<file path="src/rtl/switch_debounce_pkg.sv">
// Shared constants, types and bus pack/unpack helpers for the DIP-switch debouncer.
// The optional sticky change flag is controlled by SWITCH_DEBOUNCE_STICKY_EN.
package switch_debounce_pkg;

    localparam int NUM_GROUPS = 8;
    localparam int GROUP_W    = 8;
    localparam int BUS_W      = NUM_GROUPS * GROUP_W;

    // Pins idle high; the MMIO driver performs the inversion.
    localparam logic [GROUP_W-1:0] IDLE_LEVEL = 8'hFF;

    typedef logic [GROUP_W-1:0]           group_t;
    typedef group_t [NUM_GROUPS-1:0]      group_arr_t;

    // Per-clock decision for one group, in priority order.
    typedef enum logic [1:0] {
        ACT_ABORT   = 2'd0,
        ACT_RESTART = 2'd1,
        ACT_COMMIT  = 2'd2,
        ACT_COUNT   = 2'd3
    } dbnc_action_t;

    // Group g occupies bus bits [g*GROUP_W +: GROUP_W].
    function automatic group_arr_t unpack_groups(input logic [BUS_W-1:0] bus);
        group_arr_t groups;
        for (int g = 0; g < NUM_GROUPS; g++) begin
            groups[g] = bus[g*GROUP_W +: GROUP_W];
        end
        return groups;
    endfunction

    function automatic logic [BUS_W-1:0] pack_groups(input group_arr_t groups);
        logic [BUS_W-1:0] bus;
        for (int g = 0; g < NUM_GROUPS; g++) begin
            bus[g*GROUP_W +: GROUP_W] = groups[g];
        end
        return bus;
    endfunction

endpackage

</file>
<file path="src/rtl/switch_debouncer_if.sv">
// Pin-side bundle of the DIP-switch debouncer. change_flag/change_clr exist only
// when SWITCH_DEBOUNCE_STICKY_EN is defined.
interface switch_debouncer_if;
    import switch_debounce_pkg::*;

    // No handshake: raw groups are free-running asynchronous inputs, changed is a
    // one-cycle pulse with no back-pressure, change_clr is a level sampled each clock.
    group_t                  dip_raw0, dip_raw1, dip_raw2, dip_raw3;
    group_t                  dip_raw4, dip_raw5, dip_raw6, dip_raw7;
    group_t                  dip_clean0, dip_clean1, dip_clean2, dip_clean3;
    group_t                  dip_clean4, dip_clean5, dip_clean6, dip_clean7;
    logic [NUM_GROUPS-1:0]   changed;
`ifdef SWITCH_DEBOUNCE_STICKY_EN
    logic                    change_flag;
    logic                    change_clr;

    modport master (
        output dip_raw0, dip_raw1, dip_raw2, dip_raw3,
               dip_raw4, dip_raw5, dip_raw6, dip_raw7, change_clr,
        input  dip_clean0, dip_clean1, dip_clean2, dip_clean3,
               dip_clean4, dip_clean5, dip_clean6, dip_clean7, changed, change_flag
    );
    modport slave (
        input  dip_raw0, dip_raw1, dip_raw2, dip_raw3,
               dip_raw4, dip_raw5, dip_raw6, dip_raw7, change_clr,
        output dip_clean0, dip_clean1, dip_clean2, dip_clean3,
               dip_clean4, dip_clean5, dip_clean6, dip_clean7, changed, change_flag
    );
`else
    modport master (
        output dip_raw0, dip_raw1, dip_raw2, dip_raw3,
               dip_raw4, dip_raw5, dip_raw6, dip_raw7,
        input  dip_clean0, dip_clean1, dip_clean2, dip_clean3,
               dip_clean4, dip_clean5, dip_clean6, dip_clean7, changed
    );
    modport slave (
        input  dip_raw0, dip_raw1, dip_raw2, dip_raw3,
               dip_raw4, dip_raw5, dip_raw6, dip_raw7,
        output dip_clean0, dip_clean1, dip_clean2, dip_clean3,
               dip_clean4, dip_clean5, dip_clean6, dip_clean7, changed
    );
`endif

endinterface

</file>
<file path="src/rtl/switch_debouncer_debounce_group.sv">
// One 8-bit DIP group: 2-flop synchroniser followed by a candidate/counter debouncer
// that commits the whole word atomically and pulses changed on commit.
module debounce_group
    import switch_debounce_pkg::*;
#(
    parameter int DEBOUNCE_CYCLES = 20000
) (
    input  logic   clk,
    input  logic   reset,
    input  group_t raw,
    output group_t clean,
    output logic   changed
);

    localparam int              CNT_W    = $clog2(DEBOUNCE_CYCLES);
    localparam logic [CNT_W-1:0] CNT_LAST = CNT_W'(DEBOUNCE_CYCLES - 1);

    group_t           s1, s2, cand, stable;
    logic [CNT_W-1:0] cnt;
    dbnc_action_t     action;

    always_comb begin
        action = ACT_COUNT;
        if (s2 == stable) begin
            action = ACT_ABORT;
        end else if (s2 != cand) begin
            action = ACT_RESTART;
        end else if (cnt == CNT_LAST) begin
            action = ACT_COMMIT;
        end
    end

    always_ff @(posedge clk) begin
        if (reset) begin
            s1      <= IDLE_LEVEL;
            s2      <= IDLE_LEVEL;
            cand    <= IDLE_LEVEL;
            stable  <= IDLE_LEVEL;
            cnt     <= '0;
            changed <= 1'b0;
        end else begin
            s1      <= raw;
            s2      <= s1;
            changed <= 1'b0;
            unique case (action)
                ACT_ABORT, ACT_RESTART: begin
                    cand <= s2;
                    cnt  <= '0;
                end
                ACT_COMMIT: begin
                    stable  <= cand;
                    cnt     <= '0;
                    changed <= 1'b1;
                end
                ACT_COUNT: cnt <= cnt + 1'b1;
            endcase
        end
    end

    assign clean = stable;

endmodule

</file>
<file path="src/rtl/switch_debouncer.sv">
// DIP-switch front end: eight independent debounce groups plus, when
// SWITCH_DEBOUNCE_STICKY_EN is defined, a sticky "some group changed" flag.
module switch_debouncer #(
    parameter int DEBOUNCE_CYCLES = 20000
) (
    input  logic               clk,
    input  logic               reset,
    switch_debouncer_if.slave  sw
);
    import switch_debounce_pkg::*;

    logic [BUS_W-1:0]      raw_bus, clean_bus;
    group_arr_t            raw_g, clean_g;
    logic [NUM_GROUPS-1:0] changed;

    assign raw_bus = {sw.dip_raw7, sw.dip_raw6, sw.dip_raw5, sw.dip_raw4,
                      sw.dip_raw3, sw.dip_raw2, sw.dip_raw1, sw.dip_raw0};
    assign raw_g   = unpack_groups(raw_bus);

    for (genvar g = 0; g < NUM_GROUPS; g++) begin : g_group
        debounce_group #(
            .DEBOUNCE_CYCLES(DEBOUNCE_CYCLES)
        ) u_group (
            .clk    (clk),
            .reset  (reset),
            .raw    (raw_g[g]),
            .clean  (clean_g[g]),
            .changed(changed[g])
        );
    end

    assign clean_bus     = pack_groups(clean_g);
    assign sw.dip_clean0 = clean_bus[0*GROUP_W +: GROUP_W];
    assign sw.dip_clean1 = clean_bus[1*GROUP_W +: GROUP_W];
    assign sw.dip_clean2 = clean_bus[2*GROUP_W +: GROUP_W];
    assign sw.dip_clean3 = clean_bus[3*GROUP_W +: GROUP_W];
    assign sw.dip_clean4 = clean_bus[4*GROUP_W +: GROUP_W];
    assign sw.dip_clean5 = clean_bus[5*GROUP_W +: GROUP_W];
    assign sw.dip_clean6 = clean_bus[6*GROUP_W +: GROUP_W];
    assign sw.dip_clean7 = clean_bus[7*GROUP_W +: GROUP_W];
    assign sw.changed    = changed;

`ifdef SWITCH_DEBOUNCE_STICKY_EN
    logic change_flag;

    // A pending pulse beats a concurrent clear so no commit is ever lost.
    always_ff @(posedge clk) begin
        if (reset) begin
            change_flag <= 1'b0;
        end else if (|changed) begin
            change_flag <= 1'b1;
        end else if (sw.change_clr) begin
            change_flag <= 1'b0;
        end
    end

    assign sw.change_flag = change_flag;
`endif

endmodule

</file>
<file path="src/flat_wrapper.sv">
// flat-port wrapper written by rule: the top's interface ports become plain ports
module switch_debouncer_flat import switch_debounce_pkg::*;
#(
    parameter int DEBOUNCE_CYCLES = 20000
)
  (clk, reset, sw_dip_raw0, sw_dip_raw1, sw_dip_raw2, sw_dip_raw3, sw_dip_raw4, sw_dip_raw5, sw_dip_raw6, sw_dip_raw7, sw_dip_clean0, sw_dip_clean1, sw_dip_clean2, sw_dip_clean3, sw_dip_clean4, sw_dip_clean5, sw_dip_clean6, sw_dip_clean7, sw_changed);
  switch_debouncer_if sw_i ();
  input  logic clk;
  input  logic reset;
  input wire logic [$bits(sw_i.dip_raw0)-1:0] sw_dip_raw0;
  input wire logic [$bits(sw_i.dip_raw1)-1:0] sw_dip_raw1;
  input wire logic [$bits(sw_i.dip_raw2)-1:0] sw_dip_raw2;
  input wire logic [$bits(sw_i.dip_raw3)-1:0] sw_dip_raw3;
  input wire logic [$bits(sw_i.dip_raw4)-1:0] sw_dip_raw4;
  input wire logic [$bits(sw_i.dip_raw5)-1:0] sw_dip_raw5;
  input wire logic [$bits(sw_i.dip_raw6)-1:0] sw_dip_raw6;
  input wire logic [$bits(sw_i.dip_raw7)-1:0] sw_dip_raw7;
  output wire logic [$bits(sw_i.dip_clean0)-1:0] sw_dip_clean0;
  output wire logic [$bits(sw_i.dip_clean1)-1:0] sw_dip_clean1;
  output wire logic [$bits(sw_i.dip_clean2)-1:0] sw_dip_clean2;
  output wire logic [$bits(sw_i.dip_clean3)-1:0] sw_dip_clean3;
  output wire logic [$bits(sw_i.dip_clean4)-1:0] sw_dip_clean4;
  output wire logic [$bits(sw_i.dip_clean5)-1:0] sw_dip_clean5;
  output wire logic [$bits(sw_i.dip_clean6)-1:0] sw_dip_clean6;
  output wire logic [$bits(sw_i.dip_clean7)-1:0] sw_dip_clean7;
  output wire logic [$bits(sw_i.changed)-1:0] sw_changed;
  assign sw_i.dip_raw0 = sw_dip_raw0;
  assign sw_i.dip_raw1 = sw_dip_raw1;
  assign sw_i.dip_raw2 = sw_dip_raw2;
  assign sw_i.dip_raw3 = sw_dip_raw3;
  assign sw_i.dip_raw4 = sw_dip_raw4;
  assign sw_i.dip_raw5 = sw_dip_raw5;
  assign sw_i.dip_raw6 = sw_dip_raw6;
  assign sw_i.dip_raw7 = sw_dip_raw7;
  assign sw_dip_clean0 = sw_i.dip_clean0;
  assign sw_dip_clean1 = sw_i.dip_clean1;
  assign sw_dip_clean2 = sw_i.dip_clean2;
  assign sw_dip_clean3 = sw_i.dip_clean3;
  assign sw_dip_clean4 = sw_i.dip_clean4;
  assign sw_dip_clean5 = sw_i.dip_clean5;
  assign sw_dip_clean6 = sw_i.dip_clean6;
  assign sw_dip_clean7 = sw_i.dip_clean7;
  assign sw_changed = sw_i.changed;
  switch_debouncer #(.DEBOUNCE_CYCLES(DEBOUNCE_CYCLES)) u_core (.clk(clk), .reset(reset), .sw(sw_i));
endmodule
</file>
<file path="config.mk">
export PLATFORM = sky130hd
export DESIGN_NAME = switch_debouncer_flat
export DESIGN_NICKNAME = d
export VERILOG_FILES = /design/src/rtl/switch_debounce_pkg.sv /design/src/rtl/switch_debouncer_if.sv /design/src/rtl/switch_debouncer_debounce_group.sv /design/src/rtl/switch_debouncer.sv /design/src/flat_wrapper.sv
export SDC_FILE = /design/constraint.sdc
export NUM_CORES = 1
export LEC_CHECK = 0
export BUFFER_PORTS_ARGS = -buffer_cell sky130_fd_sc_hd__buf_2
export CAP_MARGIN = 20
export CORE_MARGIN = 5
export CORE_UTILIZATION = 50
export DETAILED_ROUTE_END_ITERATION = 12
export PLACE_DENSITY = 0.72
export SLEW_MARGIN = 20
export SYNTH_ARGS = -nofsm -noshare
export SYNTH_HDL_FRONTEND = slang
export SYNTH_SLANG_ARGS = --single-unit
</file>
<file path="constraint.sdc">
create_clock -name clk -period 1.8 [get_ports clk]
set_input_delay 0.36 -clock clk [delete_from_list [all_inputs] [get_ports clk]]
set_output_delay 0.36 -clock clk [all_outputs]
set_load 0.1 [all_outputs]
</file>
* Yosys cells after proc, flatten, opt, wreduce, memory -nomap -nowiden
Index checks and enable logic that the tools add are counted.
Word-level totals: bits in registers 384, latch bits 0, bits in writable memories 0, memory bits (read-only) 0, word-level logic and storage cells 168, memories kept 0
Operators by class: $add $sub $neg 8, multiply operators 0, divide/modulo/power cells 0, $lt $le $gt $ge 0, eq/ne operators 48, shift operators 0, muxes and demuxes 40, bitwise logic cells 0, reductions and logical operators 24
Operators by type and width (count):
- $pmux W15 S2 | 8
- $add A15 B1 Y15 const B | 8
- $eq A15 B15 Y1 const B | 8
- $eq A8 B8 Y1 | 8
- $ne A8 B8 Y1 | 8
- $eq A2 B2 Y1 const B | 16
- $mux W2 | 16
- $reduce_or A3 Y1 | 8
- $eq A2 B1 Y1 const B | 8
- $logic_not A2 Y1 | 8
- $mux W1 | 16
- $reduce_or A2 Y1 | 8

* Logic depth before layout (Yosys ltp)
depth after elaboration 7, depth in mapped cells 8, depth with buffers taken out 6

* Hierarchy
From an unflattened synthesis, not the netlist that was laid out.
Unflattened totals: cells, all modules 1477, area total of the unflattened synthesis 14503.9 um^2
Modules (own cells, without submodules):
- debounce_group (u_core.g_group[0].u_group ...) | times used 7, cells each 185, area an instance 1805.5 um^2, seq. area each 960.9 um^2
- debounce_group (u_core.g_group[7].u_group) | times used 1, cells each 182, area an instance 1865.5 um^2, seq. area each 960.9 um^2

* Worst setup path after synthesis
Ideal clock, no wire load.
path type reg-to-reg, start point register u_core.g_group[5].u_group.stable[4], end point register u_core.g_group[5].u_group.stable[2], arrival 2.225 ns, required time 1.678 ns, path slack -0.547 ns, stages on the path, launching flop included 7, path buffers 1, clock period less this slack 2.347 ns, cell sequence dfxtp_1 xor2_1 nor4_1 a211oi_2 and2_1 clkbuf_1 a221o_1
On the way: word-level cells in the longest chain between the ends 3
RTL lines:
- start, declared | line switch_debouncer_debounce_group.sv:18 | group_t s1, s2, cand, stable;
- start signal, assigned | line switch_debouncer_debounce_group.sv:51 | stable <= cand;
- $eq A8 B8 Y1 | line switch_debouncer_debounce_group.sv:24 | if (s2 == stable) begin
- $mux W2 | line switch_debouncer_debounce_group.sv:24
- $eq A2 B2 Y1 | line switch_debouncer_debounce_group.sv:45 | unique case (action)
No other way between the ends. A chain may end at the register's enable or synchronous reset.

* Worst setup path after layout
start point register u_core.g_group[3].u_group.cnt[1], end point register u_core.g_group[3].u_group.stable[4]
On the way: word-level cells in the longest chain between the ends 5
RTL lines:
- start, declared | line switch_debouncer_debounce_group.sv:19 | logic [CNT_W-1:0] cnt;
- start signal, assigned | line switch_debouncer_debounce_group.sv:55 | ACT_COUNT: cnt <= cnt + 1'b1;
- $eq A15 B15 Y1 | line switch_debouncer_debounce_group.sv:28 | end else if (cnt == CNT_LAST) begin
- $mux W1 | line switch_debouncer_debounce_group.sv:28
- $mux W2 | line switch_debouncer_debounce_group.sv:26 | end else if (s2 != cand) begin
- $mux W2 | line switch_debouncer_debounce_group.sv:24
- $eq A2 B2 Y1 | line switch_debouncer_debounce_group.sv:45
- end signal, assigned | line switch_debouncer_debounce_group.sv:51
- end, declared | line switch_debouncer_debounce_group.sv:18
No other way between the ends.

==> summary.txt <==
Floorplan
  • IO Count: 138
  • Total die area: 32100 µm²
  • Core area: 28470 µm²
  • Die width: 179.2 µm
  • Num rows: 62
  • Die height: 179.2 µm
  • Initial Util: 50.26%

Worst setup path
  • Crit path max fanout: 4
  • Crit path max-delay cell type: or4_4
  • Critical path class: reg2reg
  • Critical Path, Cell by Cell: ha_4 > nand4_1 > or4_4 > nor3_4 > nor2b_4 > buf_6 > mux2i_1
  • Startpoint types: register
  • WP buf/inv: 1
  • Worst Setup End Kind: register
  • Worst Path Required: 2.24 ns
  • WP data arrival: 2.19 ns
  • CP delay by family, top: simple AND/OR/NAND/NOR gates
  • Crit-path max cell delay: 0.44 ns

Clock tree
  • Longest Clk Path Bufs: 3
  • CTS tree: built
  • Clock net sink count: 384
  • CTS buffer count: 40
  • Htree depth: 2
  • CTS clk-pin slew, worst paths: 0.06 ns
  • Clk Latency, worst-skew pair: 0.51 ns
  • Root buffer selected by CTS: clkbuf_16

Timing
  • Shortest period the worst path allows: 1.759 ns
  • Final max-slew violation count: 0
  • Measured slew at the worst slew-check pin: 0.5488 ns
  • FMAX: 568.5 MHz
  • Final hold vios: 0
  • Setup-failing EPs final: 0
  • Slew margin rel.: 63.13%
  • Clock skew: 0.01252 ns
  • Setup TNS: 0 ns
  • Final Cycle Share: 97.73%
  • RSZ-0062 raised after global routing: true

Layout
  • Final nets: 1713
  • Fin cells: 2054
  • Synth-to-layout area growth: 24.00%
  • # diodes: 0
  • Share of cells above drive strength 1: 36.23%

Logic synthesis
  • Post-synth EDFFs: 0
  • Synthesized area per cell: 9.993 µm²
  • Most frequent cells after synthesis: dfxtp_1, nor2_1, or2_2
  • Largest family of logic cells by synthesized area: simple AND/OR/NAND/NOR gates
  • Mux cell area share after synthesis: 1.889%
  • Asr flop ratio synth: 0%
  • Synth area leaders: dfxtp_1, or2_2, xor2_1
  • Synthesized area: 14310 µm²
  • Sequential area share after synthesis: 53.72%
  • Yosys cell types: 42
  • Xor/xnor share of the synthesized area: 14.20%
  • Most frequent cell after synthesis: dfxtp_1
  • Synth Area in Simple Gates: 23.09%
  • Synth top area share: 53.72%
  • Ys flop type: dfxtp_1
  • Synth Register Bits: 384
  • Synth Instances: 1432
  • Yosys top cell by area: dfxtp_1
  • Synth warn: 0
  • Syn nets: 1506
  • Synth Area in Adders: 0.6995%
  • Post-synthesis compound-gate area fraction: 3.987%

Placement
  • Buffers on Ports: 137
  • DPL Wire Length: 18.49 mm
  • RePlAce Congestion: 0.8202
  • DP Cell Count: 1959

Status
  • Run status: completed

Power
  • Max VDD drop: 0.6967 mV
  • Static Leak: 6.498 nW
  • Pwr Density: 991.8 nW/µm²

Routing
  • Routed WL per cell: 13.00 µm
  • Vias per cell: 4.836
  • DRC: 0
  • Initial detailed-routing violation count: 403
  • Drt total wl: 26.70 mm
  • Post-route ant nets: 0
  • Vias after detailed routing: 9933
  • Detailed Routing Iterations Pass 1: 5

Global route
  • First-pass GRT wire length: 45.46 mm
  • Tot GR Track Use: 16.63%
  • Pin count of the biggest net entering global routing: 43
  • Initial antenna violation count: 1
  • Vias in the first global route: 9859
  • GR Overflow Total: 0

Hold path
  • Min-delay worst type: in2reg

Flow run
  • Maxcap violations: 0
-- worst paths after layout --
check                              startpoint                                  to  slack (ns)  cells past startpoint
max          u_core.g_group[3].u_group.cnt[1]  u_core.g_group[3].u_group.clean[4]        0.04                      7
min                            sw_dip_raw7[5]     u_core.g_group[7].u_group.s1[5]        0.02                      2
max reg2reg  u_core.g_group[3].u_group.cnt[1]  u_core.g_group[3].u_group.clean[4]        0.04                      7
min reg2reg   u_core.g_group[3].u_group.s1[1]     u_core.g_group[3].u_group.s2[1]        0.40                      1
-- what timing repair did --
item                                    4_1_cts  5_1_grt
hold buffers                                 13        0
endpoints found under the setup margin       63      127
resized for setup                            15       46
setup buffers                                 3        6
gates cloned                                  0        0
pin swaps                                     2       14
hold endpoints to repair                     13        0
-- layer usage --
metal / global-route usage (%) / part of all wire (%)
met5: 0 / 0.049
met4: 3.650 / 1.6
met3: 3.754 / 4.7
met2: 28.34 / 48
met1: 21.67 / 46
-- report_power, final --
group | total, mW | internal [mW] | switching (mW)
Sequential | 8.72 | 8.61 | 0.112
Clock | 8.07 | 4.87 | 3.20
Combinational | 0.811 | 0.428 | 0.382
-- cell usage in the layout, fill, tap and decap left out, types with 6 or more instances in the layout --
master	n
dfxtp_1	307
nor2_1	202
or2_2	192
buf_2	136
xor2_1	121
xnor2_1	111
buf_4	64
dfxtp_4	56
nand2_1	45
nand3_1	44
clkbuf_16	42
nand4_1	39
mux2i_1	27
and3_1	21
dfxtp_2	21
nor3_1	19
inv_1	17
a31o_2	15
a21o_1	15
a31oi_1	14
dlygate4sd3_1	13
o21ai_0	11
clkbuf_8	11
nor4_2	10
nor4_1	8
clkinv_2	8
buf_6	8
and4_1	7
clkbuf_1	6
-- kinds of logic after synthesis --
logic type / after synthesis
XOR/XNOR: 232
buffers and inverters: 78
AO/OA/AOI/OAI: 77
adder cells (fa/ha/maj): 8
flip-flops: 384
multiplexers: 27
AND/OR/NAND/NOR: 626
-- state kept, by name, summed over array words and instances (netlist names) --
register / count
u_core.g_group.u_group.cnt: 120
u_core.g_group.u_group.s2: 64
u_core.g_group.u_group.clean: 64
u_core.g_group.u_group.changed: 8
u_core.g_group.u_group.cand: 64
u_core.g_group.u_group.s1: 64
-- area by class of cell --
| class | instances | area (µm²) |
|---|---|---|
| Clock buffer | 59 | 1225 |
| Clock inverter | 14 | 110.1 |
| Fill cell | 2307 | 10730 |
| Inverter | 17 | 63.81 |
| Multi-Input combinational cell | 970 | 6460 |
| Sequential cell | 384 | 7924 |
| Tap cell | 384 | 480.5 |
| Timing Repair Buffer | 226 | 1481 |
-- stage by stage --
stage	util [%]	setup slack [ns]	hold WS (ns)	instance area (µm²)	power (mW)
finish	62.33	0.04090	0.02220	17740	17.60
global route	62.33	-0.07274	0.003006	17740	18.29
CTS	61.61	0.008966	0.0001970	17540	17.82
detailed placement	56.17	-0.09680	0.3927	15990	9.639
global placement	56.17	-0.01161	0.3909	15990	9.621
floorplan	-	-0.08091	0.3895	14550	9.383
-- worst register-to-register path: stages (launching register included) --
cell and delay (ns):
dfxtp_2 0.35, ha_4 0.14, nand4_1 0.09, or4_4 0.44
nor3_4 0.13, nor2b_4 0.19, buf_6 0.13, mux2i_1 0.20
(Power assumes the default switching activity.)
